===== config.mk =====
export PLATFORM = sky130hd
export DESIGN_NAME = dataram_port_arbiter_flat
export DESIGN_NICKNAME = d
export VERILOG_FILES = /design/src/rtl/dataram_port_arbiter_if.sv /design/src/rtl/dataram_port_arbiter.sv /design/src/flat_wrapper.sv
export SDC_FILE = /design/constraint.sdc
export NUM_CORES = 1
export LEC_CHECK = 0
export CAP_MARGIN = 20
export CORE_UTILIZATION = 38
export CTS_BUF_LIST = sky130_fd_sc_hd__clkbuf_16
export DETAILED_ROUTE_END_ITERATION = 10
export PLACE_DENSITY = 0.84
export SLEW_MARGIN = 20
export SYNTH_ARGS = -nofsm -noshare
export SYNTH_HDL_FRONTEND = slang
export SYNTH_SLANG_ARGS = --single-unit

===== constraint.sdc =====
create_clock -name clk -period 2 [get_ports clk]
set_clock_uncertainty 0.2 [all_clocks]
set_input_delay 0.2 -clock clk [delete_from_list [all_inputs] [get_ports clk]]
set_output_delay 0.2 -clock clk [all_outputs]
set_load 0.005 [all_outputs]

===== src/rtl/dataram_port_arbiter_if.sv =====
// Request/response bundle between the pipeline MEM stage, the debug port
// and the data RAM; the arbiter takes the slave view.
interface dataram_port_arbiter_if #(
    parameter int ADDR_W = 9,
    parameter int DATA_W = 32
);
    logic              p_req;
    logic              p_we;
    logic [1:0]        p_size;
    logic [ADDR_W-1:0] p_addr;
    logic [DATA_W-1:0] p_wdata;
    logic [DATA_W-1:0] p_rdata;
    logic              p_ack;
    logic              p_err;
    logic              p_stall;

    logic              d_req;
    logic              d_we;
    logic [1:0]        d_size;
    logic [ADDR_W-1:0] d_addr;
    logic [DATA_W-1:0] d_wdata;
    logic [DATA_W-1:0] d_rdata;
    logic              d_ack;
    logic              d_err;

    logic              ram_en;
    logic              ram_we;
    logic [1:0]        ram_size;
    logic [ADDR_W-1:0] ram_addr;
    logic [DATA_W-1:0] ram_wdata;
    logic [DATA_W-1:0] ram_rdata;

    // Handshake: a requester raises req with stable we/size/addr/wdata and holds
    // them until its one-cycle ack; rdata/err are valid only in the ack cycle.
    // A req still high in the cycle after ack is taken as a new request.
    modport slave (
        input  p_req, p_we, p_size, p_addr, p_wdata,
        output p_rdata, p_ack, p_err, p_stall,
        input  d_req, d_we, d_size, d_addr, d_wdata,
        output d_rdata, d_ack, d_err,
        output ram_en, ram_we, ram_size, ram_addr, ram_wdata,
        input  ram_rdata
    );

    modport master (
        output p_req, p_we, p_size, p_addr, p_wdata,
        input  p_rdata, p_ack, p_err, p_stall,
        output d_req, d_we, d_size, d_addr, d_wdata,
        input  d_rdata, d_ack, d_err,
        input  ram_en, ram_we, ram_size, ram_addr, ram_wdata,
        output ram_rdata
    );
endinterface


===== src/rtl/dataram_port_arbiter.sv =====
// Shares the data RAM port between the pipeline MEM stage and the debug/loader
// port; pipeline has priority, debug is forced through after STARVE_MAX losses.
module dataram_port_arbiter #(
    parameter int ADDR_W     = 9,
    parameter int DATA_W     = 32,
    parameter int MEM_LAT    = 1,
    parameter int STARVE_MAX = 4,
    localparam int SW = $clog2(STARVE_MAX + 1),
    localparam int LW = (MEM_LAT > 1) ? $clog2(MEM_LAT) : 1
) (
    input  logic                 clk,
    input  logic                 reset,
    dataram_port_arbiter_if.slave bus,
    output logic                 owner,
    output logic                 busy,
    output logic [1:0]           dbg_state,
    output logic [SW-1:0]        dbg_starve
);

    typedef enum logic [1:0] {
        IDLE   = 2'd0,
        ACCESS = 2'd1,
        DONE   = 2'd2
    } state_t;

    state_t            state;
    logic [SW-1:0]     starve_cnt;
    logic [LW-1:0]     lat_cnt;
    logic              ram_en;
    logic              ram_we;
    logic [1:0]        ram_size;
    logic [ADDR_W-1:0] ram_addr;
    logic [DATA_W-1:0] ram_wdata;
    logic [DATA_W-1:0] p_rdata;
    logic [DATA_W-1:0] d_rdata;
    logic              p_ack;
    logic              d_ack;
    logic              p_err;
    logic              d_err;

    logic              grant_d;
    logic              g_we;
    logic [1:0]        g_size;
    logic [ADDR_W-1:0] g_addr;
    logic [DATA_W-1:0] g_wdata;
    logic              g_misaligned;

    // Size 11 is handled as a word for the alignment check.
    function automatic logic misaligned(input logic [1:0] size, input logic [1:0] lo);
        return size[1] ? (lo != 2'b00) : (size[0] & lo[0]);
    endfunction

    always_comb begin
        grant_d      = 1'b0;
        g_we         = bus.p_we;
        g_size       = bus.p_size;
        g_addr       = bus.p_addr;
        g_wdata      = bus.p_wdata;
        grant_d      = bus.d_req & (~bus.p_req | (starve_cnt == SW'(STARVE_MAX)));
        if (grant_d) begin
            g_we    = bus.d_we;
            g_size  = bus.d_size;
            g_addr  = bus.d_addr;
            g_wdata = bus.d_wdata;
        end
        g_misaligned = misaligned(g_size, g_addr[1:0]);
    end

    always_ff @(posedge clk) begin
        if (!reset) begin
            state      <= IDLE;
            starve_cnt <= '0;
            lat_cnt    <= '0;
            owner      <= 1'b0;
            ram_en     <= 1'b0;
            ram_we     <= 1'b0;
            ram_size   <= '0;
            ram_addr   <= '0;
            ram_wdata  <= '0;
            p_rdata    <= '0;
            d_rdata    <= '0;
            p_ack      <= 1'b0;
            d_ack      <= 1'b0;
            p_err      <= 1'b0;
            d_err      <= 1'b0;
        end else begin
            p_ack <= 1'b0;
            d_ack <= 1'b0;
            p_err <= 1'b0;
            d_err <= 1'b0;
            case (state)
                IDLE: begin
                    if (bus.p_req || bus.d_req) begin
                        owner     <= grant_d;
                        ram_we    <= g_we;
                        ram_size  <= g_size;
                        ram_addr  <= g_addr;
                        ram_wdata <= g_wdata;
                        if (grant_d) begin
                            starve_cnt <= '0;
                        end else if (bus.d_req && (starve_cnt != SW'(STARVE_MAX))) begin
                            starve_cnt <= starve_cnt + SW'(1);
                        end
                        // A misaligned access never touches the RAM.
                        if (g_misaligned) begin
                            state <= DONE;
                            if (grant_d) begin
                                d_ack <= 1'b1;
                                d_err <= 1'b1;
                            end else begin
                                p_ack <= 1'b1;
                                p_err <= 1'b1;
                            end
                        end else begin
                            state   <= ACCESS;
                            ram_en  <= 1'b1;
                            lat_cnt <= LW'(MEM_LAT - 1);
                        end
                    end
                end
                ACCESS: begin
                    if (lat_cnt == '0) begin
                        ram_en <= 1'b0;
                        state  <= DONE;
                        if (owner) begin
                            d_ack <= 1'b1;
                            if (!ram_we) d_rdata <= bus.ram_rdata;
                        end else begin
                            p_ack <= 1'b1;
                            if (!ram_we) p_rdata <= bus.ram_rdata;
                        end
                    end else begin
                        lat_cnt <= lat_cnt - LW'(1);
                    end
                end
                DONE: begin
                    state <= IDLE;
                end
                default: begin
                    state <= IDLE;
                end
            endcase
        end
    end

    assign bus.ram_en    = ram_en;
    assign bus.ram_we    = ram_we;
    assign bus.ram_size  = ram_size;
    assign bus.ram_addr  = ram_addr;
    assign bus.ram_wdata = ram_wdata;
    assign bus.p_rdata   = p_rdata;
    assign bus.p_ack     = p_ack;
    assign bus.p_err     = p_err;
    assign bus.d_rdata   = d_rdata;
    assign bus.d_ack     = d_ack;
    assign bus.d_err     = d_err;
    // Feeds the hazard unit directly, so it must drop in the ack cycle itself.
    assign bus.p_stall   = bus.p_req & ~p_ack;

    assign busy       = (state != IDLE);
    assign dbg_state  = state;
    assign dbg_starve = starve_cnt;

endmodule


===== src/flat_wrapper.sv =====
// flat-port wrapper written by rule: the top's interface ports become plain ports
module dataram_port_arbiter_flat 
#(
    parameter int ADDR_W     = 9,
    parameter int DATA_W     = 32,
    parameter int MEM_LAT    = 1,
    parameter int STARVE_MAX = 4,
    localparam int SW = $clog2(STARVE_MAX + 1),
    localparam int LW = (MEM_LAT > 1) ? $clog2(MEM_LAT) : 1
)
  (clk, reset, owner, busy, dbg_state, dbg_starve, bus_p_req, bus_p_we, bus_p_size, bus_p_addr, bus_p_wdata, bus_p_rdata, bus_p_ack, bus_p_err, bus_p_stall, bus_d_req, bus_d_we, bus_d_size, bus_d_addr, bus_d_wdata, bus_d_rdata, bus_d_ack, bus_d_err, bus_ram_en, bus_ram_we, bus_ram_size, bus_ram_addr, bus_ram_wdata, bus_ram_rdata);
  dataram_port_arbiter_if #(.ADDR_W(ADDR_W), .DATA_W(DATA_W)) bus_i ();
  input  logic clk;
  input  logic reset;
  output logic owner;
  output logic busy;
  output logic [1:0] dbg_state;
  output logic [SW-1:0] dbg_starve;
  input wire logic [$bits(bus_i.p_req)-1:0] bus_p_req;
  input wire logic [$bits(bus_i.p_we)-1:0] bus_p_we;
  input wire logic [$bits(bus_i.p_size)-1:0] bus_p_size;
  input wire logic [$bits(bus_i.p_addr)-1:0] bus_p_addr;
  input wire logic [$bits(bus_i.p_wdata)-1:0] bus_p_wdata;
  output wire logic [$bits(bus_i.p_rdata)-1:0] bus_p_rdata;
  output wire logic [$bits(bus_i.p_ack)-1:0] bus_p_ack;
  output wire logic [$bits(bus_i.p_err)-1:0] bus_p_err;
  output wire logic [$bits(bus_i.p_stall)-1:0] bus_p_stall;
  input wire logic [$bits(bus_i.d_req)-1:0] bus_d_req;
  input wire logic [$bits(bus_i.d_we)-1:0] bus_d_we;
  input wire logic [$bits(bus_i.d_size)-1:0] bus_d_size;
  input wire logic [$bits(bus_i.d_addr)-1:0] bus_d_addr;
  input wire logic [$bits(bus_i.d_wdata)-1:0] bus_d_wdata;
  output wire logic [$bits(bus_i.d_rdata)-1:0] bus_d_rdata;
  output wire logic [$bits(bus_i.d_ack)-1:0] bus_d_ack;
  output wire logic [$bits(bus_i.d_err)-1:0] bus_d_err;
  output wire logic [$bits(bus_i.ram_en)-1:0] bus_ram_en;
  output wire logic [$bits(bus_i.ram_we)-1:0] bus_ram_we;
  output wire logic [$bits(bus_i.ram_size)-1:0] bus_ram_size;
  output wire logic [$bits(bus_i.ram_addr)-1:0] bus_ram_addr;
  output wire logic [$bits(bus_i.ram_wdata)-1:0] bus_ram_wdata;
  input wire logic [$bits(bus_i.ram_rdata)-1:0] bus_ram_rdata;
  assign bus_i.p_req = bus_p_req;
  assign bus_i.p_we = bus_p_we;
  assign bus_i.p_size = bus_p_size;
  assign bus_i.p_addr = bus_p_addr;
  assign bus_i.p_wdata = bus_p_wdata;
  assign bus_p_rdata = bus_i.p_rdata;
  assign bus_p_ack = bus_i.p_ack;
  assign bus_p_err = bus_i.p_err;
  assign bus_p_stall = bus_i.p_stall;
  assign bus_i.d_req = bus_d_req;
  assign bus_i.d_we = bus_d_we;
  assign bus_i.d_size = bus_d_size;
  assign bus_i.d_addr = bus_d_addr;
  assign bus_i.d_wdata = bus_d_wdata;
  assign bus_d_rdata = bus_i.d_rdata;
  assign bus_d_ack = bus_i.d_ack;
  assign bus_d_err = bus_i.d_err;
  assign bus_ram_en = bus_i.ram_en;
  assign bus_ram_we = bus_i.ram_we;
  assign bus_ram_size = bus_i.ram_size;
  assign bus_ram_addr = bus_i.ram_addr;
  assign bus_ram_wdata = bus_i.ram_wdata;
  assign bus_i.ram_rdata = bus_ram_rdata;
  dataram_port_arbiter #(.ADDR_W(ADDR_W), .DATA_W(DATA_W), .MEM_LAT(MEM_LAT), .STARVE_MAX(STARVE_MAX)) u_core (.clk(clk), .reset(reset), .bus(bus_i), .owner(owner), .busy(busy), .dbg_state(dbg_state), .dbg_starve(dbg_starve));
endmodule

======== After elaboration in Yosys (flattened, before gate mapping) ========
Index checks and enable logic that the tools add are counted.
word-level totals
  register bits ........................... 120
  input bits .............................. 124
  output and inout bits ................... 121
  word-level logic and storage cells ...... 78
operators by class
  add/sub/neg operators ................... 2
  eq/ne operators ......................... 6
  muxes and demuxes ....................... 31
  bitwise operators ....................... 9
  reductions and logical operators ........ 15
operator list
  kind                                                   number
  two-way mux 32 bit                                     1
  two-way mux 1 bit                                      18
  AND reduction 4 bit                                    3
  two-way mux 9 bit                                      1
  two-way mux 2 bit                                      4
  one-hot mux 1 bit (2 select lines)                     4
  nonzero test 2 bit                                     4
  two-way mux 3 bit                                      2
  AND reduction 2 bit                                    3
  AND reduction 3 bit                                    2
  inverter 1 bit                                         5
  inequality test 2 bit, second input constant           2
  one-hot mux 2 bit (2 select lines)                     1
  adder 3 x 1 -> 3 bit, second input constant            1
  AND 1 bit                                              3
  equality test 3 bit, second input constant             1
  inequality test 3 bit, second input constant           1
  equality test 2 x 1 -> 1 bit, second input constant    1
  logical NOT 2 bit                                      1
  inequality test 2 x 1 -> 1 bit, second input constant  1
  logical AND 1 bit                                      1
  logical OR 1 bit                                       1
  bitwise OR 1 bit                                       1
  subtractor 1 bit, second input constant                1

======== Longest topological paths before layout ========
  depth in word-level cells ............... 9
  gate-level depth with buffers ........... 7
  gate-level depth less buffers ........... 6

======== Worst setup path before layout ========
Ideal clock, no wire load.
  kind .................................... register -> register
  start ................................... register u_core.starve_cnt[0] (netlist: u_core.dbg_starve[0])
  end ..................................... register u_core.ram_addr[0] (netlist: u_core.bus.ram_addr[0])
  data arrival time ....................... 1,445 ps
  required time ........................... 1,654 ps
  setup slack ............................. 209 ps
  cell stages (with the launch flop) ...... 8
  buffers on the path ..................... 1
  cells stage by stage .................... dfxtp_1 inv_1 ha_1 a21bo_4 nand2_8 buf_12 mux2i_1 a211oi_2
on the way
  cells in the longest elaborated chain, start to end .. 4
ends and longest elaborated chain
  item                    RTL line                     text
  start, declared         dataram_port_arbiter.sv:27   logic [SW-1:0] starve_cnt;
  start signal, assigned  dataram_port_arbiter.sv:102  starve_cnt <= starve_cnt + SW'(1);
  equality test 3 bit     dataram_port_arbiter.sv:59   grant_d = bus.d_req & (~bus.p_req | (starve_cnt == SW'(STARVE_MAX)));
  bitwise OR 1 bit        dataram_port_arbiter.sv:59
  AND 1 bit               dataram_port_arbiter.sv:59
  two-way mux 9 bit       dataram_port_arbiter.sv:60   if (grant_d) begin
  end signal, assigned    dataram_port_arbiter.sv:97   ram_addr <= g_addr;
  end, declared           dataram_port_arbiter.sv:32   logic [ADDR_W-1:0] ram_addr;
No other way between the ends.
A chain may end at the register's enable or synchronous reset.

======== Worst setup path after layout ========
  start ................................... register u_core.state[1] (netlist: u_core.dbg_state[1])
  end ..................................... output busy
on the way
  cells in the longest elaborated chain, start to end .. 1
ends and longest elaborated chain
  item                    RTL line                     text
  start, declared         dataram_port_arbiter.sv:26   state_t state;
  start signal, assigned  dataram_port_arbiter.sv:71   state <= IDLE;
  start signal, assigned  dataram_port_arbiter.sv:106  state <= DONE;
  start signal, assigned  dataram_port_arbiter.sv:115  state <= ACCESS;
  nonzero test 2 bit      dataram_port_arbiter.sv:160  assign busy = (state != IDLE);
  end, declared           flat_wrapper.sv:16           output logic busy;
No other way between the ends.

==> summary.md <==
| Metric | Value |
|---|---|
| Boundary pin count | 245 |
| Type of the worst setup path | register to primary output |
| Status | finished, final reports clean |
| Net total in the final layout | 905 |
| Drt first-iter violations | 212 |
| Number of setup buffers added after CTS | 0 |
| Worst Reg-to-Reg Cells | 7 |
| Number of nets produced by synthesis | 664 |
| Clock latency of the later-clocked register in the worst-skew pair | 0.41 ns |
| EDFF count, synth | 0 |
| Number of failing setup endpoints in the final timing report | 0 |
| Clock slew at reported path FFs | 0.05 ns |
| Hold buffer count at CTS | 0 |
| Ordered cell list for the critical path | or2_4 -> clkdlybuf4s50_1 |
| Critical path's slowest cell | clkdlybuf4s50_1 |
| Starting utilization of the core area | 0.390 |
| Worst hold margin | 0.176 ns |
| Number of antenna diodes | 0 |
| Number of unique standard cell types used by synthesis | 35 |
| Worst-case clock buffer depth | 2 |
| Core Region | 12600 um2 |
| Number of nets with antenna violations after detailed routing | 0 |
| Critical path fanouts, max | 7 |
| Data required time at the worst endpoint | 1.60 ns |
| Setup_tns | 0 ns |
| Worst IR Drop VDD | 0.529 mV |
| Vertical die dimension | 116 um |
| Number of max-cap violations | 0 |
| TritonCTS clock tree | built |
| Leakage power total | 3.13 nW |
| Pins Over Slew Limit | 0 |
| Width of the die | 116 um |
| Half-perimeter wire length of the detailed placement result | 11200 um |
| Least-Margin Pin Slew | 0.396 ns |
| Worst-case headroom to the max-slew limit | 0.735 |
| Fraction of the yosys area taken by sequential cells | 0.483 |
| Number of port buffers | 244 |
| Data arrival time of the critical path | 1.55 ns |
| Final non-filler cell total | 962 |
| Post-detailed-route via-to-cell ratio | 4.97 |
| Top FF cell, synth | dfxtp_1 |
| Filler cell count | 999 |
| Buffer type at the clock tree root | clkbuf_16 |
| Vias in the first global route | 4777 |
| DRC violation count after routing | 0 |
| Detailed Route WL | 15400 um |
| Fraction of the cycle the final worst path needs | 0.975 |
| Setup repair after global routing missed its margin | false |
| #FFs+latches synth | 119 |
| Global route overflow | 0 |
| Cell depth of the worst hold path | 3 |
| Sort of element at the start of the critical path | register |
| Global-route wire length before repair | 23300 um |
| Final cell utilization of the core | 0.652 |
| Clock H-tree levels | 4 |
| Routed wirelength normalized by instance count | 16.0 um |
| Placed instance count | 932 |
| Syn Area/Cell | 9.16 um2 |
| Share of post-route cells with drive strength above 1 | 0.122 |
| Total global routing track utilization | 0.227 |
| Router iterations before antenna repair | 4 |
| Syn Std Cell Area | 4930 um2 |
| TritonCTS buffer count | 17 |
| Endpoints failing hold | 0 |
| Gate count of the mapped netlist | 538 |
| Die footprint | 13400 um2 |
| Power density normalized to cell area | 866 nW/um2 |
| Path type of the worst min-delay path | primary input to register |
| Count of standard-cell rows | 41 |
| Sum of internal, switching and leakage power | 7.13 mW |
| Number of vias in the routed layout | 4782 |
| Kind of end point of the critical path | primary output |
| Peak clock frequency supported by timing | 0.513 GHz |
| Worst path max stage delay | 0.50 ns |
| Final min period | 1.95 ns |
| Maximum number of pins on one net before global-route repair | 57 |
| Final Wtd Congestion | 0.809 |
| Area growth from synthesis to layout | 67.1% |
| Sinks on the clock net | 119 |
| Async set-or-reset flop fraction in the synthesized netlist | 0 |
| Number of antenna violations at the first check in global routing | 0 |
| Yosys warnings | 0 |
cell type report:
class | count | area [um2] | area share
Timing Repair Buffer | 262 | 2700 | 0.328
Multi-Input combinational cell | 374 | 2300 | 0.279
Inverter | 5 | 21.3 | 0.00258
Clock buffer | 17 | 425 | 0.0517
Sequential cell | 119 | 2390 | 0.290
Tap cell | 172 | 215 | 0.0261
Clock inverter | 13 | 188 | 0.0228
through the flow:
stage	cell area, um2	setup slack (ns)
after floorplan	4930	0.209
after global placement	7610	-0.00399
after CTS	8230	0.0455
final	8230	0.0494
after detailed placement	7610	-0.0666
after global routing	8230	0.00201
Yosys cell counts (2+ instances only):
cell type / count / area, um2
nand2_1: 132 / 495
mux2i_1: 44 / 440
clkbuf_1: 18 / 67.6
a21oi_1: 68 / 340
and3_1: 2 / 12.5
buf_4: 6 / 45.0
nor3_2: 2 / 20.0
o21ai_0: 2 / 10.0
a22oi_1: 3 / 22.5
dfxtp_1: 119 / 2380
nor2_1: 55 / 206
buf_2: 12 / 60.1
nand2b_1: 2 / 12.5
ha_1: 2 / 25.0
inv_1: 5 / 18.8
a211oi_2: 40 / 500
a211oi_1: 4 / 30.0
buf_12: 4 / 80.1
nor3_1: 2 / 10.0
logic make-up after synthesis:
family | Yosys count | synth area share
AND/OR/NAND/NOR | 205 | 0.172
AO/OA/AOI/OAI | 123 | 0.195
buffers and inverters | 45 | 0.0551
adder cells (fa/ha/maj) | 2 | 0.00508
flip-flops | 119 | 0.483
multiplexers | 44 | 0.0894
final timing paths:
kind / start / endpoint / slack [ns]
max: u_core.dbg_state[1] / busy / 0.05
min reg2reg: u_core.bus.p_rdata[13] / u_core.bus.p_rdata[13] / 0.25
min: bus_ram_rdata[14] / u_core.bus.p_rdata[14] / 0.18
max reg2reg: u_core.dbg_starve[1] / u_core.bus.ram_wdata[0] / 0.08
power breakdown:
part	switching, mW	total, mW	internal [mW]
Combinational	0.559	1.32	0.756
Clock	1.01	3.17	2.17
Sequential	0.0986	2.64	2.54
Total	1.66	7.13	5.46
per-layer routing:
| layer | vias to the layer above | GRT usage | share of wire | routed length, um |
|---|---|---|---|---|
| li1 | 2309 | - | - | - |
| met1 | 2236 | 0.234 | 0.37 | 5720 |
| met2 | 198 | 0.401 | 0.51 | 7790 |
| met3 | 39 | 0.0921 | 0.090 | 1380 |
| met4 | 0 | 0.111 | 0.033 | 512 |
| met5 | - | 0 | 0 | 0 |
repair_timing:
item                                    4_1_cts  5_1_grt
cloned                                        0        0
endpoints found under the setup margin        1        1
resized for setup                             3        1
worst max-delay path: cells and delay by family (launching register included):
| kind | cells | cell delay (ns) |
|---|---|---|
| buf+inv | 1 | 0.50 |
| flops | 1 | 0.36 |
| simple gates | 1 | 0.28 |
flip-flops by register name (all words and copies together) (netlist names):
name and flops:
u_core.bus.ram_we 1, u_core.bus.p_ack 1, u_core.bus.ram_wdata 32, u_core.bus.p_err 1, u_core.bus.d_ack 1, u_core.dbg_starve 3, u_core.bus.ram_addr 9, u_core.owner 1
u_core.bus.p_rdata 32, u_core.bus.d_err 1, u_core.bus.ram_size 2, u_core.bus.d_rdata 32, u_core.dbg_state 2, u_core.bus.ram_en 1
cell usage in the layout (no fill, tap or decap), types with 2 or more instances in the layout:
master,n
a211oi_1,4
a211oi_2,40
a21oi_1,68
a22oi_1,3
and3_1,2
buf_12,10
buf_4,8
bufinv_16,5
clkbuf_16,17
clkdlybuf4s50_1,244
clkinv_1,4
clkinv_2,2
dfxtp_1,116
dfxtp_2,3
ha_1,2
inv_1,5
mux2i_1,44
nand2_1,132
nand2b_1,2
nor2_1,54
nor3_1,2
nor3_4,2
o21ai_0,2
Note: power is estimated with default switching activity, not from simulation.
==> RTL edit, RTL diff (config.mk and constraints unchanged) <==
Put one more register stage on the output `dbg_state`, with the module's reset. The value now appears one clock later. The other outputs are not delayed to match.
--- a/src/rtl/dataram_port_arbiter.sv
+++ b/src/rtl/dataram_port_arbiter.sv
@@ -158,7 +158,13 @@
     assign bus.p_stall   = bus.p_req & ~p_ack;
 
     assign busy       = (state != IDLE);
-    assign dbg_state  = state;
+    always_ff @(posedge clk) begin
+        if (!reset) begin
+            dbg_state <= '0;
+        end else begin
+            dbg_state <= state;
+        end
+    end
     assign dbg_starve = starve_cnt;
 
 endmodule
Check against the original RTL: not equivalent (a bounded check fails within 4 cycles, from zero or initial values and one cycle with reset low).
==> RTL edit against the unedited design <==
- sequential cell count is 2 higher
- sequential share of layout area increased by 1.1 points
- die area shrank 1.4%
- routed wire length decreased by 4.8%
- area after synthesis fell by 1.5%
- total power decreased by 7.0%
- cell area is 2.1% lower
- worst setup slack better by 37 ps
- fmax up 1.9%
- critical path type unchanged
==> RTL edit: results (changes against the unedited design) <==
status completed; Nets 907 (+0.22%); post-DP HPWL 10,700 um (-4.4%); DR pass1 iterations 6 (+2); adder and majority cell fraction of the synthesized area 0.005155 (+0.00007592); hold path endpoint u_core.bus.p_rdata[25]; sw frac 0.2365 (+0.002998); Placed Area 7515 um^2 (-1.3%); mux contribution to synthesized area 0.09278 (+0.003398); gpl congestion 0.8145 (+0.68%); Synth area leaders dfxtp_1 50%, a21boi_1 10%, nand2_1 10%; met2 Use GR 0.4177 (+0.01688); Mapped Cells 539 (+0.19%); Buffers excl. clock 266 (+1.5%); worst flop-to-flop path startpoint u_core.dbg_starve[1]; CTS resizes 0 (-3); buffering overhead 0.3338 (+0.005582); setup ws final 86.68 ps (+37.30 ps); sequential share of the synthesized area 0.4990 (+0.01547); Seq Cell Count 121 (+1.7%); met1 usage 0.2326 (-0.001231); minimum setup slack among reg-to-reg paths 120 ps (+40 ps); worst-path fanout max 6 (-1); WL met1 5688 um (-0.61%); Top Registers u_core.bus.d_rdata x32, u_core.bus.p_rdata x32, u_core.bus.ram_wdata x32; All-Layer GR Usage 0.2279 (+0.0004175); Leakage 3.161 nW (+0.90%); Final Util 0.6599 (+0.007450); Vias/cell 4.952 (-0.38%); worst setup path end bus_ram_we; largest stage delay on the critical path 590 ps (+90 ps); synth cell count leaders 129 x nand2_1, 121 x dfxtp_1, 65 x a21boi_1; Die W 115.0 um (-0.72%); Multi-input gate area 2173 um^2 (-5.3%); Placed Cells 930 (-0.21%); crit path launch u_core.bus.ram_we; DR vias 4,759 (-0.48%); met3 Track Usage GR 0.07538 (-0.01667); Setup WS pre-CTS -7.403 ps (+59.23 ps); Reg-to-Reg End u_core.bus.ram_wdata[9]; synth unique cells 33 (-5.7%); Worst-Margin Slew 691.4 ps (+295.4 ps); largest net degree at the start of global routing 87 (+53%); ClkCell Share 0.06738 (-0.007076); met3 WL 1210 um (-12%); Min Hold Slack 170.1 ps (-6.154 ps); Mapped Nets 665 (+0.15%); critical path arrival 1510 ps (-40 ps); Seq area share 0.3007 (+0.01096); r2r worst-path depth 7 (unchanged); DR WL/cell 15.26 um (-4.7%)
## RTL edit: cell types whose count changed in the layout (fill, tap and decap cells not counted), sizes merged, moves of 5 or more
| cell | unedited run | this run |
|---|---|---|
| a21boi | 1 | 65 |
| o21ai | 2 | 47 |
| nor2 | 56 | 6 |
| a21oi | 68 | 46 |
| a211oi | 44 | 0 |
| buf | 18 | 23 |
## RTL edit: power by group through the flow
stage	clock, mW	sequential, mW	combinational, mW
floorplan	0	2.73	0.414
global placement	0	2.72	1.12
detailed placement	0	2.73	1.15
CTS	2.86	2.68	1.15
global route	2.97	2.70	1.24
finish	2.80	2.68	1.15
## RTL edit: worst register-to-register path, delay by kind of cell (launching register included)
family                     cells  cell delay (ps)
DFF                            1              370
buffers and inverters          2              250
muxes                          1              220
adders and majority gates      1              180
and+or+nand+nor                1              180
AOI/OAI and AO/OA              2              360
